===== src/rtl/aes128_key_sched_seq_if.sv =====
// Round-key stream bundle between the key schedule (slave) and its driver/consumer (master).
interface aes128_key_sched_seq_if;
    logic         start;
    logic [127:0] key_in;
    logic         busy;
    logic         rk_valid;
    logic         rk_ready;
    logic [127:0] rk_out;
    logic [3:0]   rk_idx;
    logic         rk_last;
    logic         done;

    modport master (
        output start, key_in, rk_ready,
        input  busy, rk_valid, rk_out, rk_idx, rk_last, done
    );

    modport slave (
        input  start, key_in, rk_ready,
        output busy, rk_valid, rk_out, rk_idx, rk_last, done
    );
endinterface


===== src/rtl/aes128_key_sched_seq.sv =====
// Sequential AES-128 key expansion: one FIPS-197 step per accepted round key, 11 keys per schedule.
//   state | meaning
//   IDLE  | no schedule running, waiting for start
//   EMIT  | rk_out/rk_idx hold a valid round key, advance on handshake
module aes128_key_sched_seq (
    input  logic                         clk,
    input  logic                         rst,
    aes128_key_sched_seq_if.slave        ks
);
    typedef enum logic {IDLE, EMIT} state_t;

    localparam logic [0:255][7:0] SBOX = {
        128'h637c777bf26b6fc53001672bfed7ab76,
        128'hca82c97dfa5947f0add4a2af9ca472c0,
        128'hb7fd9326363ff7cc34a5e5f171d83115,
        128'h04c723c31896059a071280e2eb27b275,
        128'h09832c1a1b6e5aa0523bd6b329e32f84,
        128'h53d100ed20fcb15b6acbbe394a4c58cf,
        128'hd0efaafb434d338545f9027f503c9fa8,
        128'h51a3408f929d38f5bcb6da2110fff3d2,
        128'hcd0c13ec5f974417c4a77e3d645d1973,
        128'h60814fdc222a908846eeb814de5e0bdb,
        128'he0323a0a4906245cc2d3ac629195e479,
        128'he7c8376d8dd54ea96c56f4ea657aae08,
        128'hba78252e1ca6b4c6e8dd741f4bbd8b8a,
        128'h703eb5664803f60e613557b986c11d9e,
        128'he1f8981169d98e949b1e87e9ce5528df,
        128'h8ca1890dbfe6426841992d0fb054bb16
    };

    state_t         state_q, state_d;
    logic [127:0]   rk_q, rk_d;
    logic [3:0]     idx_q, idx_d;
    logic           done_q, done_d;

    logic [3:0]     idx_inc;
    logic [7:0]     rcon;
    logic [31:0]    rot_w3, t_word;
    logic [31:0]    w0_n, w1_n, w2_n, w3_n;
    logic [127:0]   rk_next;

    assign idx_inc = idx_q + 4'd1;

    always_comb begin
        rcon = 8'h00;
        case (idx_inc)
            4'd1:    rcon = 8'h01;
            4'd2:    rcon = 8'h02;
            4'd3:    rcon = 8'h04;
            4'd4:    rcon = 8'h08;
            4'd5:    rcon = 8'h10;
            4'd6:    rcon = 8'h20;
            4'd7:    rcon = 8'h40;
            4'd8:    rcon = 8'h80;
            4'd9:    rcon = 8'h1b;
            4'd10:   rcon = 8'h36;
            default: rcon = 8'h00;
        endcase
    end

    // SubWord(RotWord(w3)) ^ rcon, then the chained word XORs of one expansion step
    assign rot_w3  = {rk_q[23:0], rk_q[31:24]};
    assign t_word  = {SBOX[rot_w3[31:24]] ^ rcon, SBOX[rot_w3[23:16]],
                      SBOX[rot_w3[15:8]], SBOX[rot_w3[7:0]]};
    assign w0_n    = rk_q[127:96] ^ t_word;
    assign w1_n    = rk_q[95:64]  ^ w0_n;
    assign w2_n    = rk_q[63:32]  ^ w1_n;
    assign w3_n    = rk_q[31:0]   ^ w2_n;
    assign rk_next = {w0_n, w1_n, w2_n, w3_n};

    always_comb begin
        state_d = state_q;
        rk_d    = rk_q;
        idx_d   = idx_q;
        done_d  = 1'b0;
        case (state_q)
            IDLE: begin
                if (ks.start) begin
                    rk_d    = ks.key_in;
                    idx_d   = 4'd0;
                    state_d = EMIT;
                end
            end
            EMIT: begin
                if (ks.rk_ready) begin
                    if (idx_q == 4'd10) begin
                        state_d = IDLE;
                        done_d  = 1'b1;
                    end else begin
                        rk_d  = rk_next;
                        idx_d = idx_inc;
                    end
                end
            end
            default: state_d = IDLE;
        endcase
    end

    always_ff @(posedge clk or posedge rst) begin
        if (rst) begin
            state_q <= IDLE;
            rk_q    <= '0;
            idx_q   <= '0;
            done_q  <= 1'b0;
        end else begin
            state_q <= state_d;
            rk_q    <= rk_d;
            idx_q   <= idx_d;
            done_q  <= done_d;
        end
    end

    assign ks.busy     = (state_q == EMIT);
    assign ks.rk_valid = (state_q == EMIT);
    assign ks.rk_out   = rk_q;
    assign ks.rk_idx   = idx_q;
    assign ks.rk_last  = (state_q == EMIT) && (idx_q == 4'd10);
    assign ks.done     = done_q;
endmodule


===== src/flat_wrapper.sv =====
// flat-port wrapper written by rule: the top's interface ports become plain ports
module aes128_key_sched_seq_flat 
  (clk, rst, ks_start, ks_key_in, ks_rk_ready, ks_busy, ks_rk_valid, ks_rk_out, ks_rk_idx, ks_rk_last, ks_done);
  aes128_key_sched_seq_if ks_i ();
  input  logic clk;
  input  logic rst;
  input wire logic [$bits(ks_i.start)-1:0] ks_start;
  input wire logic [$bits(ks_i.key_in)-1:0] ks_key_in;
  input wire logic [$bits(ks_i.rk_ready)-1:0] ks_rk_ready;
  output wire logic [$bits(ks_i.busy)-1:0] ks_busy;
  output wire logic [$bits(ks_i.rk_valid)-1:0] ks_rk_valid;
  output wire logic [$bits(ks_i.rk_out)-1:0] ks_rk_out;
  output wire logic [$bits(ks_i.rk_idx)-1:0] ks_rk_idx;
  output wire logic [$bits(ks_i.rk_last)-1:0] ks_rk_last;
  output wire logic [$bits(ks_i.done)-1:0] ks_done;
  assign ks_i.start = ks_start;
  assign ks_i.key_in = ks_key_in;
  assign ks_i.rk_ready = ks_rk_ready;
  assign ks_busy = ks_i.busy;
  assign ks_rk_valid = ks_i.rk_valid;
  assign ks_rk_out = ks_i.rk_out;
  assign ks_rk_idx = ks_i.rk_idx;
  assign ks_rk_last = ks_i.rk_last;
  assign ks_done = ks_i.done;
  aes128_key_sched_seq u_core (.clk(clk), .rst(rst), .ks(ks_i));
endmodule

===== config.mk =====
export PLATFORM = sky130hd
export DESIGN_NAME = aes128_key_sched_seq_flat
export DESIGN_NICKNAME = d
export VERILOG_FILES = /design/src/rtl/aes128_key_sched_seq_if.sv /design/src/rtl/aes128_key_sched_seq.sv /design/src/flat_wrapper.sv
export SDC_FILE = /design/constraint.sdc
export NUM_CORES = 1
export LEC_CHECK = 0
export BUFFER_PORTS_ARGS = -buffer_cell sky130_fd_sc_hd__buf_2
export CORE_MARGIN = 3
export CORE_UTILIZATION = 35
export DETAILED_ROUTE_END_ITERATION = 7
export MAX_ROUTING_LAYER = met4
export PLACE_DENSITY_LB_ADDON = 0.1
export SYNTH_ARGS = -nofsm -noshare
export SYNTH_HDL_FRONTEND = slang
export SYNTH_SLANG_ARGS = --single-unit

===== constraint.sdc =====
create_clock -name clk -period 4.85 [get_ports clk]
set_input_delay 0.2425 -clock clk [delete_from_list [all_inputs] [get_ports clk]]
set_output_delay 0.2425 -clock clk [all_outputs]
set_load 0.02 [all_outputs]

==> key figures <==
CTS
  • Root Driver: clkbuf_16
  • # resized after CTS: 0
  • Clock buffer depth: 2
  • Clk_lat worst skew: 0.47 ns
  • Clock slew at reported path FFs: around 0.07 ns
  • Max H-tree Level: 4
  • Hold Buf Count CTS: 2
  • CTS Buf Count: 17
  • CTS tree: built
  • Clock Sinks: 134
  • Setup bufs post-CTS: 0

Run status
  • Status: complete, no violations

Synthesis
  • Yosys cell types: 106
  • Post-Syn Instances: ~3.2k
  • Top FF cell, synth: dfrtp_1
  • Flops & latches, synth: 134
  • Area share of the largest cell type after synthesis: 14.0%
  • Synthesized area: 0.0240 mm2
  • Cell taking the most area after synthesis: dfrtp_1
  • Mean post-synth cell area: 7.56 um2
  • Area contributors post-synth: dfrtp_1 (14%), mux4_2 (8.9%), a21oi_1 (4.7%), o21ai_0 (4.3%), nor2_1 (4.1%)
  • FFs w/ async S/R, synth: between 90% and 100%
  • Post-synth EDFFs: 0
  • Seq/Total Area, Yosys: 14.0%
  • Most frequent cell after synthesis: nor2_1
  • Post-Syn Nets: 3366
  • Synth top cells by count: nor2_1 (262), nand2_1 (242), a21oi_1 (227)
  • Yosys Warn Count: 0

Global route
  • Global-route wire length before repair: 184 mm
  • Global-route met2 utilization: 54.2%
  • Total Routing Usage GR: 35.0%
  • Initial antenna violation count: 13
  • Met3 Use GR: 6.76%
  • GR peak layer: met2
  • Overflow left after global routing: 0
  • Largest net degree at the start of global routing: 90
  • Met1 Use GR: between 40% and 50%
  • Vias in the first global route: 26.6k

Detailed routing
  • Final wirelength: 126 mm
  • Final antenna-violating net count: 0
  • Vias: 28.2k
  • Number of vias per cell: around 6.8
  • Number of remaining DRC errors: 0
  • DR pass1 iterations: 6
  • DRT iter0 DRCs: 4289
  • WL/cell: 30.3 um

Critical path
  • Crit start category: register
  • CP Data Required Time: 5.23 ns
  • Crit Path Class: register to register
  • CP Capture Type: register
  • Max Fanout on Critical Path: 21
  • CP Data Arrival Time: 4.80 ns

Cells and area
  • Layout cells sized above 1: 20.8%
  • Nets: about 3.5k
  • Layout area overhead: 11.2%

STA
  • Worst Max-Slew Pin Slew: 1.19 ns
  • Fmax: 226 MHz
  • RSZ-0062 raised after global routing: false
  • Minimum clock period: 4.42 ns
  • Hold Vio Cnt, Final: 0
  • Relative slew slack: 20.6%
  • Clock Skew: 0.0176 ns
  • Final setup viols: 0
  • Max-slew violations: 0
  • Final setup margin: 0.427 ns
  • Tcrit/Tclk final: between 90% and 100%
  • Fin Setup TNS: 0 ns

Floorplan
  • Placeable Area: approximately 0.068 mm2
  • Die width: ~270 um
  • Site Rows: 95
  • DIE HEIGHT: roughly 270 um
  • Starting Density: a little over a third
  • Die area: 0.0717 mm2
  • IO Pins: 268

Place
  • Post-DP HPWL: 90.8 mm
  • Placer Congestion: 1.04
  • Dpl ws: 0.599 ns
  • Port bufs: 267

Flow run
  • Max_cap viols: 0

Hold path
  • Worst min path class: primary input to register
[metal layers]
layer / vias to the layer above / wire length, um
met2: 1771 / 57200
met1: 14006 / 51100
met5: - / 0
met3: 255 / 12500
li1: 12200 / -
met4: 0 / 5070
[flip-flops by register name, indices dropped and copies added, names as in the netlist]
| register | count |
|---|---|
| u_core.ks.rk_out | 128 |
| u_core.ks.done | 1 |
| u_core.ks.busy | 1 |
| u_core.ks.rk_idx | 4 |
[logic make-up (layout without fill, tap and decap cells)]
kind of cell / after synthesis / count (layout) / synth area share, %
AOI/OAI and AO/OA: 1124 / 1124 / 32.2
xor gates and xnor gates: 125 / 125 / 5.92
adders and majority gates: 65 / 65 / 3.40
buffers and inverters: 441 / 538 / 8.53
DFF: 134 / 134 / 14.0
muxes: 192 / 192 / 13.2
other: 0 / 14 / 0
and+or+nand+nor: 1090 / 1090 / 22.8
[cells in the final DEF, fill, tap and decap left out, types with 31 or more instances in the layout]
cell type    n
o22ai_1     59
mux4_2      95
a311oi_1    39
xnor2_1     61
o21ai_0    208
nor3_1      98
mux2_2      31
nor2_1     259
a211oi_1    80
buf_4      158
nand3_1     94
a21oi_1    227
nor2b_1     84
nand2b_1    90
mux2i_1     64
a31oi_1     74
or3_1       34
ha_1        62
nand2_1    239
o211ai_1    43
dfrtp_1    122
xor2_1      37
buf_2      267
inv_1       61
[layout make-up]
class / count / area, um2
sequential: 134 / 3390
multi-input combinational: 2596 / 18600
clock buffer: 19 / 453
fill: 7156 / 40800
antenna: 14 / 35.0
inverter: 74 / 283
clock inverter: 13 / 146
timing repair buffer: 432 / 2640
tap: 873 / 1090
[through the flow]
stage               hold slack, ns  utilization [%]  cell area [um2]  cells
floorplan                    0.367                -            24000   3171
global placement             0.299             38.5            26000   4107
detailed placement           0.307             38.5            26000   4107
CTS                        0.00258             39.4            26600   4141
global route                0.0210             39.5            26700   4150
finish                      0.0287             39.5            26700   4155
[worst max-delay path, cell delays in order (launching register included)]
cell      delay [ns]
dfrtp_1         0.34
buf_4           0.28
buf_4           0.33
ha_1            0.59
nand2b_1        0.36
nor3b_1         0.25
a31oi_1         0.10
mux4_2          0.49
mux4_2          0.53
xor2_1          0.39
xnor2_1         0.28
mux2i_1         0.13
a211oi_1        0.24
[path summary, 6_finish.rpt]
kind	from	slack [ns]	to	cells past startpoint
worst max-delay path	u_core.ks.rk_out[24]$_DFFE_PP0P_	0.43	u_core.ks.rk_out[7]$_DFFE_PP0P_	12
worst min-delay path	ks_key_in[97]	0.03	u_core.ks.rk_out[97]$_DFFE_PP0P_	3
worst max register to register	u_core.ks.rk_out[24]$_DFFE_PP0P_	0.43	u_core.ks.rk_out[7]$_DFFE_PP0P_	12
worst min register to register	u_core.ks.rk_out[99]$_DFFE_PP0P_	0.53	u_core.ks.rk_out[99]$_DFFE_PP0P_	1
max in group asynchronous	rst	3.33	u_core.ks.rk_out[2]$_DFFE_PP0P_	4
min in group asynchronous	rst	0.34	u_core.ks.rk_out[57]$_DFFE_PP0P_	3
Power is not shown: default switching activity piles up to over one toggle a cycle in this logic, so the estimate is an artifact.
